$ cat config.mk
export PLATFORM = sky130hd
export DESIGN_NAME = aes_block_serializer
export DESIGN_NICKNAME = d
export VERILOG_FILES = /design/src/rtl/aes_block_serializer.sv
export SDC_FILE = /design/constraint.sdc
export NUM_CORES = 1
export LEC_CHECK = 0
export CAP_MARGIN = 10
export CORE_ASPECT_RATIO = 0.8
export CORE_MARGIN = 4
export CORE_UTILIZATION = 44
export DETAILED_ROUTE_END_ITERATION = 8
export HOLD_SLACK_MARGIN = 0.1
export PLACE_DENSITY = 0.72
export SETUP_SLACK_MARGIN = 0.05
export SLEW_MARGIN = 25
export SYNTH_ARGS = -nofsm -noshare
export SYNTH_HDL_FRONTEND = slang
export SYNTH_SLANG_ARGS = --single-unit
export TNS_END_PERCENT = 5
$ cat constraint.sdc
create_clock -name clk -period 11.5 [get_ports clk]
set_clock_uncertainty 0.1 [all_clocks]
set_input_delay 1.15 -clock clk [delete_from_list [all_inputs] [get_ports clk]]
set_output_delay 1.15 -clock clk [all_outputs]
set_load 0.02 [all_outputs]
$ cat src/rtl/aes_block_serializer.sv
`default_nettype none
//------------------------------------------------------------------------------
// Module   : aes_block_serializer
// Function : double-slotted 128-bit block to DATA_W-bit word serializer, MSB first
// Revision : 1.0
//------------------------------------------------------------------------------
module aes_block_serializer #(
  parameter int BLOCK_W = 128,
  parameter int DATA_W  = 8,
  parameter int CNT_W   = 16
) (
  input  logic               clk,
  input  logic               reset,
  input  logic [BLOCK_W-1:0] blk_data,
  input  logic               blk_valid,
  output logic               blk_ready,
  output logic [DATA_W-1:0]  tx_data,
  output logic               tx_valid,
  input  logic               tx_ready,
  output logic               tx_last,
  output logic               busy,
  output logic [CNT_W-1:0]   blk_count
);

  localparam int c_NWORDS = BLOCK_W / DATA_W;
  localparam int c_IDX_W  = (c_NWORDS > 1) ? $clog2(c_NWORDS) : 1;
  localparam logic [c_IDX_W-1:0] c_LAST_IDX = c_IDX_W'(c_NWORDS - 1);

  logic               r_act_vld;
  logic [BLOCK_W-1:0] r_shift;
  logic [c_IDX_W-1:0] r_word_idx;
  logic               r_pend_vld;
  logic [BLOCK_W-1:0] r_pend_data;
  logic [CNT_W-1:0]   r_blk_count;

  logic w_in_fire;
  logic w_out_fire;
  logic w_out_end;
  logic w_act_free;

  assign blk_ready  = !r_pend_vld;
  assign tx_valid   = r_act_vld;
  assign tx_last    = r_act_vld & (r_word_idx == c_LAST_IDX);
  assign tx_data    = r_shift[BLOCK_W-1 -: DATA_W];
  assign busy       = r_act_vld | r_pend_vld;
  assign blk_count  = r_blk_count;

  assign w_in_fire  = blk_valid & blk_ready;
  assign w_out_fire = tx_valid & tx_ready;
  assign w_out_end  = w_out_fire & tx_last;
  assign w_act_free = !r_act_vld | w_out_end;

  always_ff @(posedge clk or posedge reset) begin
    if (reset) begin
      r_act_vld   <= 1'b0;
      r_shift     <= '0;
      r_word_idx  <= '0;
      r_pend_vld  <= 1'b0;
      r_pend_data <= '0;
      r_blk_count <= '0;
    end else begin
      if (w_out_fire) begin
        r_shift    <= r_shift << DATA_W;
        r_word_idx <= r_word_idx + 1'b1;
      end
      if (w_out_end) begin
        r_word_idx  <= '0;
        r_blk_count <= r_blk_count + 1'b1;
      end
      // Loads below override the shift so a new block starts the cycle after the old one ends.
      if (w_act_free) begin
        if (r_pend_vld) begin
          r_shift    <= r_pend_data;
          r_act_vld  <= 1'b1;
          r_pend_vld <= w_in_fire;
          if (w_in_fire) r_pend_data <= blk_data;
        end else if (w_in_fire) begin
          r_shift   <= blk_data;
          r_act_vld <= 1'b1;
        end else begin
          r_act_vld <= 1'b0;
        end
      end else if (w_in_fire) begin
        r_pend_data <= blk_data;
        r_pend_vld  <= 1'b1;
      end
    end
  end

endmodule
`default_nettype wire

Yosys cells after proc, flatten, opt, wreduce, memory -nomap -nowiden
Index checks and enable logic that the tools add are counted.

Bits in registers: 278. Input bits: 132. Output and inout bits: 28.

Bitwise operators: 6. Add/sub/neg operators: 2. Reductions and logical operators: 4. Muxes and demuxes: 14. Eq/ne operators: 2.

Operators by type and width (number): $mux 128 (7); $add 16x1->16 const B (1); $mux 4 (2); $mux 1 (5); $add 4x1->4 const B (1); $and 1x1->1 (4); $eq 4x4->1 const B (1); $reduce_bool 2->1 (2); $logic_not 1->1 (2); $ne 2x2->1 const B (1); $or 1x1->1 (2).

Longest topological paths before layout
Gate-level depths: netlist of run 1.

Depth after elaboration: 5. Mapped depth: 8. Gate-level depth less buffers: 5.

Worst setup path before layout of run 1
OpenSTA, ideal clock, no wires.

Kind: input -> register. From: input port blk_valid. To: register r_pend_data[100]. Cell stages on the path: 7. Data required time: 11.275 ns. Path slack: 8.973 ns. Arrival time: 2.302 ns. Cell sequence: buf_4 nor2b_1 buf_2 nand2_1 buf_4 buf_6 mux2_2.

Cells in the longest elaborated chain, start to end: 4.

RTL lines: start: declaration (RTL line 15) `input logic blk_valid,`; $and 1x1->1 (*) (RTL line 48) `assign w_in_fire = blk_valid & blk_ready;`; $mux 128 (*); $mux 128; $mux 128 (*); end signal: assignment (RTL line 76) `if (w_in_fire) r_pend_data <= blk_data;`; end signal: assignment (RTL line 84) `r_pend_data <= blk_data;`; end: declaration (RTL line 33) `logic [BLOCK_W-1:0] r_pend_data;`.

Every way passes the cells marked *; elsewhere a longest branch is shown, timed or not. The select of a mux whose other input is x is not followed. A chain may end at the register's enable or synchronous reset.

Worst setup path after layout of run 1
From: input port tx_ready. To: register r_pend_data[12].

Cells in the longest elaborated chain, start to end: 4.

RTL lines: start: declaration (RTL line 19) `input logic tx_ready,`; $and 1x1->1 (*) (RTL line 49) `assign w_out_fire = tx_valid & tx_ready;`; $and 1x1->1 (*) (RTL line 50) `assign w_out_end = w_out_fire & tx_last;`; $or 1x1->1 (*) (RTL line 51) `assign w_act_free = !r_act_vld | w_out_end;`; $ne 2x2->1 (no source line) or $mux 128 (tied branches).

Every way passes the cells marked *; elsewhere a longest branch is shown, timed or not.

==> reports/metrics.sh, run 1 <==
NNETSFINAL=1317
DOMINANTREGCELLSYNTH='sky130_fd_sc_hd__dfrtp_1'
WL_PER_CELL_UM=20.54
FILL_CELLS=2643
CELL_LEAKAGE_POWER_nW=6.586
GLOBALROUTETOTALUTIL_PCT=19.41
FINAL_HOLD_VIOL_COUNT=0
REG2REG_DEPTH=6
GR-TOTAL-OVERFLOW=0
NUMBER_OF_ANTENNA_VIOLATIONS_AT_THE_FIRST_CHECK_IN_GLOBAL_ROUTING=1
GR-USAGE-MET1_PCT=29.30
TIMING_MAX_TRANSITION_VIOLATIONS_FINAL=0
FINAL.SETUP.WORST_SLACK_NS=7.228
HPWL_AFTER_DPL_UM=20180
DIE_X_UM=203.7
FLOORPLAN_DIE_AREA_UM2=33520
WORST_HOLD_PATH.NUM_CELLS=1
CORE-AREA_UM2=30310
PLACE.GP.CONGESTION=0.7482
POWER.SWITCHING_FRACTION_PCT=29.60
REG_AREA_UM2=6957
NUMBER_OF_FLOPS_MAPPED_TO_ENABLE_CELLS_BY_YOSYS=0
CTSROOTBUFFERMASTER='sky130_fd_sc_hd__clkbuf_16'
TOP_FANOUT_VALUE_ON_THE_CRITICAL_PATH=68
FLOORPLAN.INITIALDENSITY_PCT=44.47
HOLD_START='blk_count[15]'
SEQ_AREA_FRAC_SYNTH_PCT=51.61
ROUTE.ANTENNA.REMAINING_NETS=0
P_CLK_SHARE_PCT=25.1
PATH_CLASS='in -> reg'
TIMING.CRITICAL_PATH.BUF_INV=2
FLOORPLAN.DIE.HEIGHT_UM=164.6
BOUNDARYPINS=160
SYNTH.CELL_AREA_UM2=13480
MULTI_INPUT_AREA_UM2=5879
VDD.IR_DROP.WORST_uV=126.2
TIMING.SLEW.HEADROOM_PCT=34.61
CTS_TREE='built'
MIN_PERIOD_NS=4.272
POST_SYNTH_INST_COUNT=1086
DATA_ARRIVAL_CRITICAL_PATH_NS=4.59
DETAIL_ROUTE.ITER0.VIOLATIONS=634
STD_CELL_ROWS=57
CRIT_PATH_TOP_DELAY_CELL='sky130_fd_sc_hd__buf_4'
DETAIL_ROUTE.WIRELENGTH_UM=33210
GRT_MET3_USE_PCT=2.415
PRE_CTS_WS_NS=6.701
BUSIEST_LAYER='met2'
CLOCK_TREE.BUFFER_DEPTH=3
TIMING.CRITICAL_PATH.FROM='tx_ready'
PLACED_CELLS_INCL_TAPS=1565
GRT_SETUP_UNREPAIRED='no'
SEQ_POWER_SHARE_PCT=47.5
CP.REQUIRED_NS=11.82
LAYOUT-DRIVE-GT1-SHARE_PCT=16.96
LAYOUT_COMMON_CELLS='sky130_fd_sc_hd__dfrtp_1, sky130_fd_sc_hd__clkdlybuf4s50_1, sky130_fd_sc_hd__mux2_2'
CTS_BUFFERS=29
TOTALNEGATIVESETUPSLACK_NS=0
NUM_VIAS=9421
HOLD_CRIT_PATH_TYPE='reg -> reg'
PLACEMENT.IO_BUFFERS=159
GRT_PASS1_WL_UM=53280
YS_SEQ_ELEMENTS=278
CTS_HOLD_BUFFERS=0
FINALNONFILLERCELLS=1617
NUMBER_OF_CLOCK_SINKS=278
FMAXACHIEVABLE_MHz=234.1
CRITICAL_PATH_DEPTH=6
WORST_SETUP_PATH_START_KIND='input port'
CLK_LATENCY_NS=0.53
ROUTED_VIA_DENSITY=5.826
P_PER_AREA_nW_PER_UM2=216.0
DETAIL_ROUTE.DRC_VIOLATIONS=0
CTS_MAX_LEVEL=1
CRITPATHTOPFAMILY='buffers and inverters'
FLOW.AREA_GROWTH_FROM_SYNTHESIS_PCT=17.97
LAYOUT_COMMONEST_CELL='sky130_fd_sc_hd__dfrtp_1'
MET2_USAGE_PCT=30.42
POST_ROUTE_CLOCK_PERIOD_UTILIZATION_PCT=37.15
POWER_W=0.003435
SYN_AREA_PER_CELL_UM2=12.41
COMBINATIONAL_FRACTION_OF_DESIGN_POWER_PCT=27.4
STATUS='completed'
CTS.CLK_SLEW.WORST_PATHS_NS=0.06
POSTSYNTHNETCOUNT=1220
POSTSYNTH.ASYNCRESETSHARE_PCT=100.0
CRITICAL-PATH-MAX-STAGE-DELAY_NS=0.87
NUMBER_OF_VIOLATIONS_OF_THE_MAX_CAPACITANCE_LIMIT=0
FINALSETUPVIOLCOUNT=0
POWER_SWITCHING_W=0.001017
ENDPOINT_KIND='flip-flop'
PATH_CELLS='clkdlybuf4s50_1 -> nand4_1 -> and2_4 -> nand2_4 -> buf_4 -> mux2_2'
DRT-PASS1-ITER-COUNT=4
CELL_INTERNAL_PWR_W=0.002418
CTSRESIZECOUNT=0
RR_STARTPOINT='r_word_idx[0]'
TIGHTEST_PIN_TRANSITION_NS=0.9809
POST_SYNTH_CELL_TYPES=36
SETUP_FIX_BUFFERS_ADDED_AFTER_CLOCK_TREE_SYNTHESIS=0
NUMBER_OF_GLOBAL_ROUTE_VIAS_BEFORE_REPAIR=9709
YOSYSWARNINGS=0
GRT_MAX_DEGREE=141
-- cell usage after synthesis, types with 2 or more instances --
cell type | n | area (µm²)
sky130_fd_sc_hd__a21o_1 | 2 | 15.01
sky130_fd_sc_hd__xnor2_1 | 13 | 113.9
sky130_fd_sc_hd__o221a_2 | 6 | 67.56
sky130_fd_sc_hd__nand4_1 | 4 | 25.02
sky130_fd_sc_hd__dfrtp_1 | 278 | 6957
sky130_fd_sc_hd__o21ai_1 | 6 | 30.03
sky130_fd_sc_hd__xor2_1 | 3 | 26.28
sky130_fd_sc_hd__nor3_1 | 118 | 590.6
sky130_fd_sc_hd__buf_4 | 13 | 97.59
sky130_fd_sc_hd__o21ai_0 | 3 | 15.01
sky130_fd_sc_hd__buf_8 | 9 | 135.1
sky130_fd_sc_hd__nand3_1 | 9 | 45.04
sky130_fd_sc_hd__buf_6 | 15 | 168.9
sky130_fd_sc_hd__inv_1 | 2 | 7.510
sky130_fd_sc_hd__buf_2 | 24 | 120.1
sky130_fd_sc_hd__nand2_1 | 23 | 86.33
sky130_fd_sc_hd__o2bb2ai_1 | 114 | 998.5
sky130_fd_sc_hd__and4_1 | 2 | 17.52
sky130_fd_sc_hd__clkbuf_1 | 39 | 146.4
sky130_fd_sc_hd__mux2i_1 | 114 | 1141
sky130_fd_sc_hd__nor2_1 | 5 | 18.77
sky130_fd_sc_hd__ha_1 | 2 | 25.02
sky130_fd_sc_hd__a22oi_1 | 8 | 60.06
sky130_fd_sc_hd__a211oi_1 | 114 | 855.8
sky130_fd_sc_hd__nand3b_1 | 6 | 45.04
sky130_fd_sc_hd__mux2_2 | 142 | 1599
sky130_fd_sc_hd__buf_1 | 3 | 11.26
-- worst paths after layout --
| kind | slack [ns] | endpoint |
|---|---|---|
| worst max-delay path | 7.23 | r_pend_data[12] |
| worst min-delay path | 0.38 | blk_count[15] |
| worst max register to register | 7.84 | r_pend_data[12] |
| worst min register to register | 0.38 | blk_count[15] |
| max in group asynchronous | 8.82 | r_shift[58] |
| min in group asynchronous | 1.07 | r_pend_data[5] |
-- registers in the layout (all words and copies together) (netlist names) --
register,flops
tx_valid,1
r_pend_vld,1
r_pend_data,128
r_shift,128
r_word_idx,4
blk_count,16
-- power groups by stage --
stage / Combinational (W) / Clock [W] / Sequential, W
after detailed placement: 0.000946 / 0 / 0.00165
after global placement: 0.000901 / 0 / 0.00163
final: 0.000940 / 0.000863 / 0.00163
after global routing: 0.00105 / 0.000922 / 0.00168
after floorplan: 0.000774 / 0 / 0.00155
after CTS: 0.000950 / 0.000884 / 0.00163
-- cell type report --
type	instances	area share [%]
well taps	413	3.249
diodes	1	0.01574
flip-flops and latches	278	43.74
inverters	3	0.1495
clock buffers	47	5.240
multi-input cells	702	36.97
clock inverters	4	0.1259
repair buffers	169	10.50
-- stage by stage --
stage | hold WS [ns] | utilization (%) | area, µm²
3_3_place_gp | 0.3608 | 49.61 | 15040
5_1_grt | 0.4198 | 52.47 | 15900
4_1_cts | 0.3843 | 52.43 | 15890
3_5_place_dp | 0.3743 | 49.61 | 15040
6_report | 0.3849 | 52.47 | 15900
2_1_floorplan | 0.3492 | - | 13480
-- routing by layer --
metal	share of wire (%)	up-vias
li1	-	4357
met1	48	4830
met2	46	193
met3	3.7	41
met4	1.9	0
met5	0	-
-- cells by family after synthesis --
group / Yosys count / synth area share (%)
xor+xnor: 16 / 1.040
mux: 257 / 20.43
buf+inv: 106 / 5.123
flops: 278 / 51.61
compound gates: 255 / 15.24
simple gates: 172 / 6.377
fa+ha+maj: 2 / 0.1856
No activity file was read; power rests on OpenSTA's default activity.
==> run 2, diff against run 1 <==
--- a/config.mk
+++ b/config.mk
@@ -11,7 +11,7 @@
 export CORE_UTILIZATION = 44
 export DETAILED_ROUTE_END_ITERATION = 8
 export HOLD_SLACK_MARGIN = 0.1
-export PLACE_DENSITY = 0.72
+export PLACE_DENSITY = 0.75
 export SETUP_SLACK_MARGIN = 0.05
 export SLEW_MARGIN = 25
 export SYNTH_ARGS = -nofsm -noshare
==> constraint.sdc (replaced) <==
create_clock -name clk -period 3.62 [get_ports clk]
set_clock_uncertainty 0.1 [all_clocks]
set_input_delay 0.362 -clock clk [delete_from_list [all_inputs] [get_ports clk]]
set_output_delay 0.362 -clock clk [all_outputs]
set_load 0.02 [all_outputs]
==> run 2 against run 1 <==
Against the previous run: critical path depth is the same; power increased to 3.2 times the previous value; via count up 1.7%; setup slack lost 6.3 ns; die area is the same; largest cell class unchanged; largest power group unchanged.
==> reports/metrics.sh, run 2 (synthesized netlist as in run 1, its figures left out) <==
ENDPOINT_KIND='flip-flop'  # unchanged
LAYOUT-DRIVE-GT1-SHARE_PCT=18.65  # was 16.96%
FLOORPLAN_DIE_AREA_UM2=33520  # unchanged
DRT-PASS1-ITER-COUNT=5  # was 4
GRT_MAX_DEGREE=237  # was 141
TOP_FANOUT_VALUE_ON_THE_CRITICAL_PATH=236  # was 68
REG2REG_SLACK_NS=0.92  # was 7.84 ns
CRITICAL-PATH-MAX-STAGE-DELAY_NS=0.55  # was 0.87 ns
PLACEMENT.IO_BUFFERS=159  # unchanged
ROUTED_VIA_DENSITY=5.892  # was 5.826
CTS_MAX_LEVEL=1  # unchanged
WL_PER_CELL_UM=20.70  # was 20.54 µm
TIGHTEST_PIN_TRANSITION_NS=1.276  # was 0.9809 ns
MIN_PERIOD_NS=2.697
CTS.CLK_SLEW.WORST_PATHS_NS=0.06  # about the same
PATH_CELLS='ha_1 -> nand4_1 -> and2_4 -> buf_12 -> nor3_1 -> a211oi_1'  # was clkdlybuf4s50_1 -> nand4_1 -> and2_4 -> nand2_4 -> buf_4 -> mux2_2
CTSRESIZECOUNT=0  # unchanged
LAYOUT_COMMON_CELLS='sky130_fd_sc_hd__dfrtp_1, sky130_fd_sc_hd__clkdlybuf4s50_1, sky130_fd_sc_hd__mux2_2'  # unchanged
DATA_ARRIVAL_CRITICAL_PATH_NS=3.03  # was 4.59 ns
FMAXACHIEVABLE_MHz=370.8
BOUNDARYPINS=160  # unchanged
FINAL_HOLD_VIOL_COUNT=0  # unchanged
STD_CELL_ROWS=57  # unchanged
DIE_X_UM=203.7  # unchanged
NUM_VIAS=9580  # was 9421
ROUTE.ANTENNA.REMAINING_NETS=0  # unchanged
P_PER_AREA_nW_PER_UM2=687.3  # was 216.0 nW/µm²
LAYOUT_COMMONEST_CELL='sky130_fd_sc_hd__dfrtp_1'  # unchanged
WORST_SETUP_PATH_START_KIND='flip-flop'  # was input port
PLACE.GP.CONGESTION=0.7428  # was 0.7482
CLOCK_TREE.BUFFER_DEPTH=3  # unchanged
FLOORPLAN.INITIALDENSITY_PCT=44.47  # unchanged
REG2REG_DEPTH=6  # unchanged
POST_ROUTE_CLOCK_PERIOD_UTILIZATION_PCT=74.51
PATH_CLASS='reg -> reg'  # was in -> reg
TIMING_MAX_TRANSITION_VIOLATIONS_FINAL=0  # unchanged
CLK_LATENCY_NS=0.54  # was 0.53 ns
SETUP_FIX_BUFFERS_ADDED_AFTER_CLOCK_TREE_SYNTHESIS=0  # unchanged
CELL_LEAKAGE_POWER_nW=6.720  # was 6.586 nW
NUMBER_OF_VIOLATIONS_OF_THE_MAX_CAPACITANCE_LIMIT=0  # unchanged
CRIT_PATH_TOP_DELAY_CELL='sky130_fd_sc_hd__buf_12'  # was sky130_fd_sc_hd__buf_4
VDD.IR_DROP.WORST_uV=337.0  # was 126.2 µV
NNETSFINAL=1325  # was 1317
FINAL.SETUP.WORST_SLACK_NS=0.9229  # was 7.228 ns
CTS_HOLD_BUFFERS=1  # was 0
WORST_HOLD_PATH.NUM_CELLS=2  # was 1
DETAIL_ROUTE.ITER0.VIOLATIONS=602  # was 634
HOLD_CRIT_PATH_TYPE='in -> reg'  # was reg -> reg
GLOBALROUTETOTALUTIL_PCT=19.79  # was 19.41%
CTS_TREE='built'  # unchanged
PRE_CTS_WS_NS=0.6102  # was 6.701 ns
FLOORPLAN.DIE.HEIGHT_UM=164.6  # unchanged
DETAIL_ROUTE.WIRELENGTH_UM=33660  # was 33210 µm
DETAIL_ROUTE.DRC_VIOLATIONS=0  # unchanged
NUMBER_OF_GLOBAL_ROUTE_VIAS_BEFORE_REPAIR=9846  # was 9709
FIN_WORST_HOLD_SLACK_NS=0.3616  # was 0.3849 ns
POWER_W=0.01110  # was 0.003435 W
STATUS='completed'  # unchanged
CTS_BUFFERS=29  # unchanged
CORE-AREA_UM2=30310  # unchanged
FLOW.AREA_GROWTH_FROM_SYNTHESIS_PCT=19.80  # was 17.97%
NUMBER_OF_ANTENNA_VIOLATIONS_AT_THE_FIRST_CHECK_IN_GLOBAL_ROUTING=1  # unchanged
TIMING.SLEW.HEADROOM_PCT=14.95  # was 34.61%
CP.REQUIRED_NS=3.95  # was 11.82 ns
FINALNONFILLERCELLS=1626  # was 1617
GRT_PASS1_WL_UM=54420  # was 53280 µm
HPWL_AFTER_DPL_UM=20880  # was 20180 µm
CTSROOTBUFFERMASTER='sky130_fd_sc_hd__clkbuf_16'  # unchanged
GRT_SETUP_UNREPAIRED='no'  # unchanged
NUMBER_OF_CLOCK_SINKS=278  # unchanged
FINALSETUPVIOLCOUNT=0  # unchanged
GR-TOTAL-OVERFLOW=0  # unchanged
PLACED_CELLS_INCL_TAPS=1572  # was 1565
==> run 2: cell count changes in the layout (fill, tap and decap cells not counted), sizes merged <==
cell,previous run,this run
buf,10,17
clkbuf,47,36
clkinv,5,16
clkinvlp,0,1
dlygate4sd3,0,1
==> run 2: metal layers <==
metal / part of all wire [%] / GRT usage (%) / vias up / wire length, µm
met1: 47 / 28.54 / 4953 / 15730
met2: 47 / 32.23 / 199 / 15800
met3: 4.1 / 2.591 / 51 / 1389
met4: 2.2 / 4.536 / 0 / 744
li1: - / - / 4377 / -
met5: 0 / 0 / - / 0
==> run 2: critical path: cells and delay by family, from the launching register on <==
kind,cells,cell delay (ns)
buf+inv,1,0.55
simple gates,3,0.54
flops,1,0.42
fa+ha+maj,1,0.29
compound gates,1,0.27
==> run 2: final timing paths <==
kind                                         end           from
worst max-delay path                 r_shift[79]  r_word_idx[0]
worst min-delay path            r_pend_data[122]  blk_data[122]
worst max register to register       r_shift[79]  r_word_idx[0]
worst min register to register     blk_count[15]  blk_count[15]
max in group asynchronous           r_shift[100]          reset
min in group asynchronous            r_shift[14]          reset
==> run 2: cell type report <==
cell class,instances,area [µm²]
diodes,1,2.502
clock buffers,36,812.0
clock inverters,16,95.09
fillers,2559,14160
inverters,3,15.01
multi-input cells,702,5884
flip-flops and latches,278,6957
well taps,413,516.7
repair buffers,177,1867
==> run 2: metrics by stage <==
step                TNS (ns)  instance area (µm²)  util, %
floorplan            -144.93                13480        -
global placement           0                15220    50.23
detailed placement         0                15220    50.23
CTS                        0                16140    53.25
global route               0                16150    53.28
finish                     0                16150    53.28
==> run 2: where the power goes <==
group | leakage (nW) | total [W] | internal (W) | switching [W]
clock network | 0.467 | 0.00285 | 0.00159 | 0.00126
logic | 2.70 | 0.00304 | 0.00175 | 0.00129
registers | 3.56 | 0.00521 | 0.00440 | 0.000803
total | 6.72 | 0.0111 | 0.00774 | 0.00336
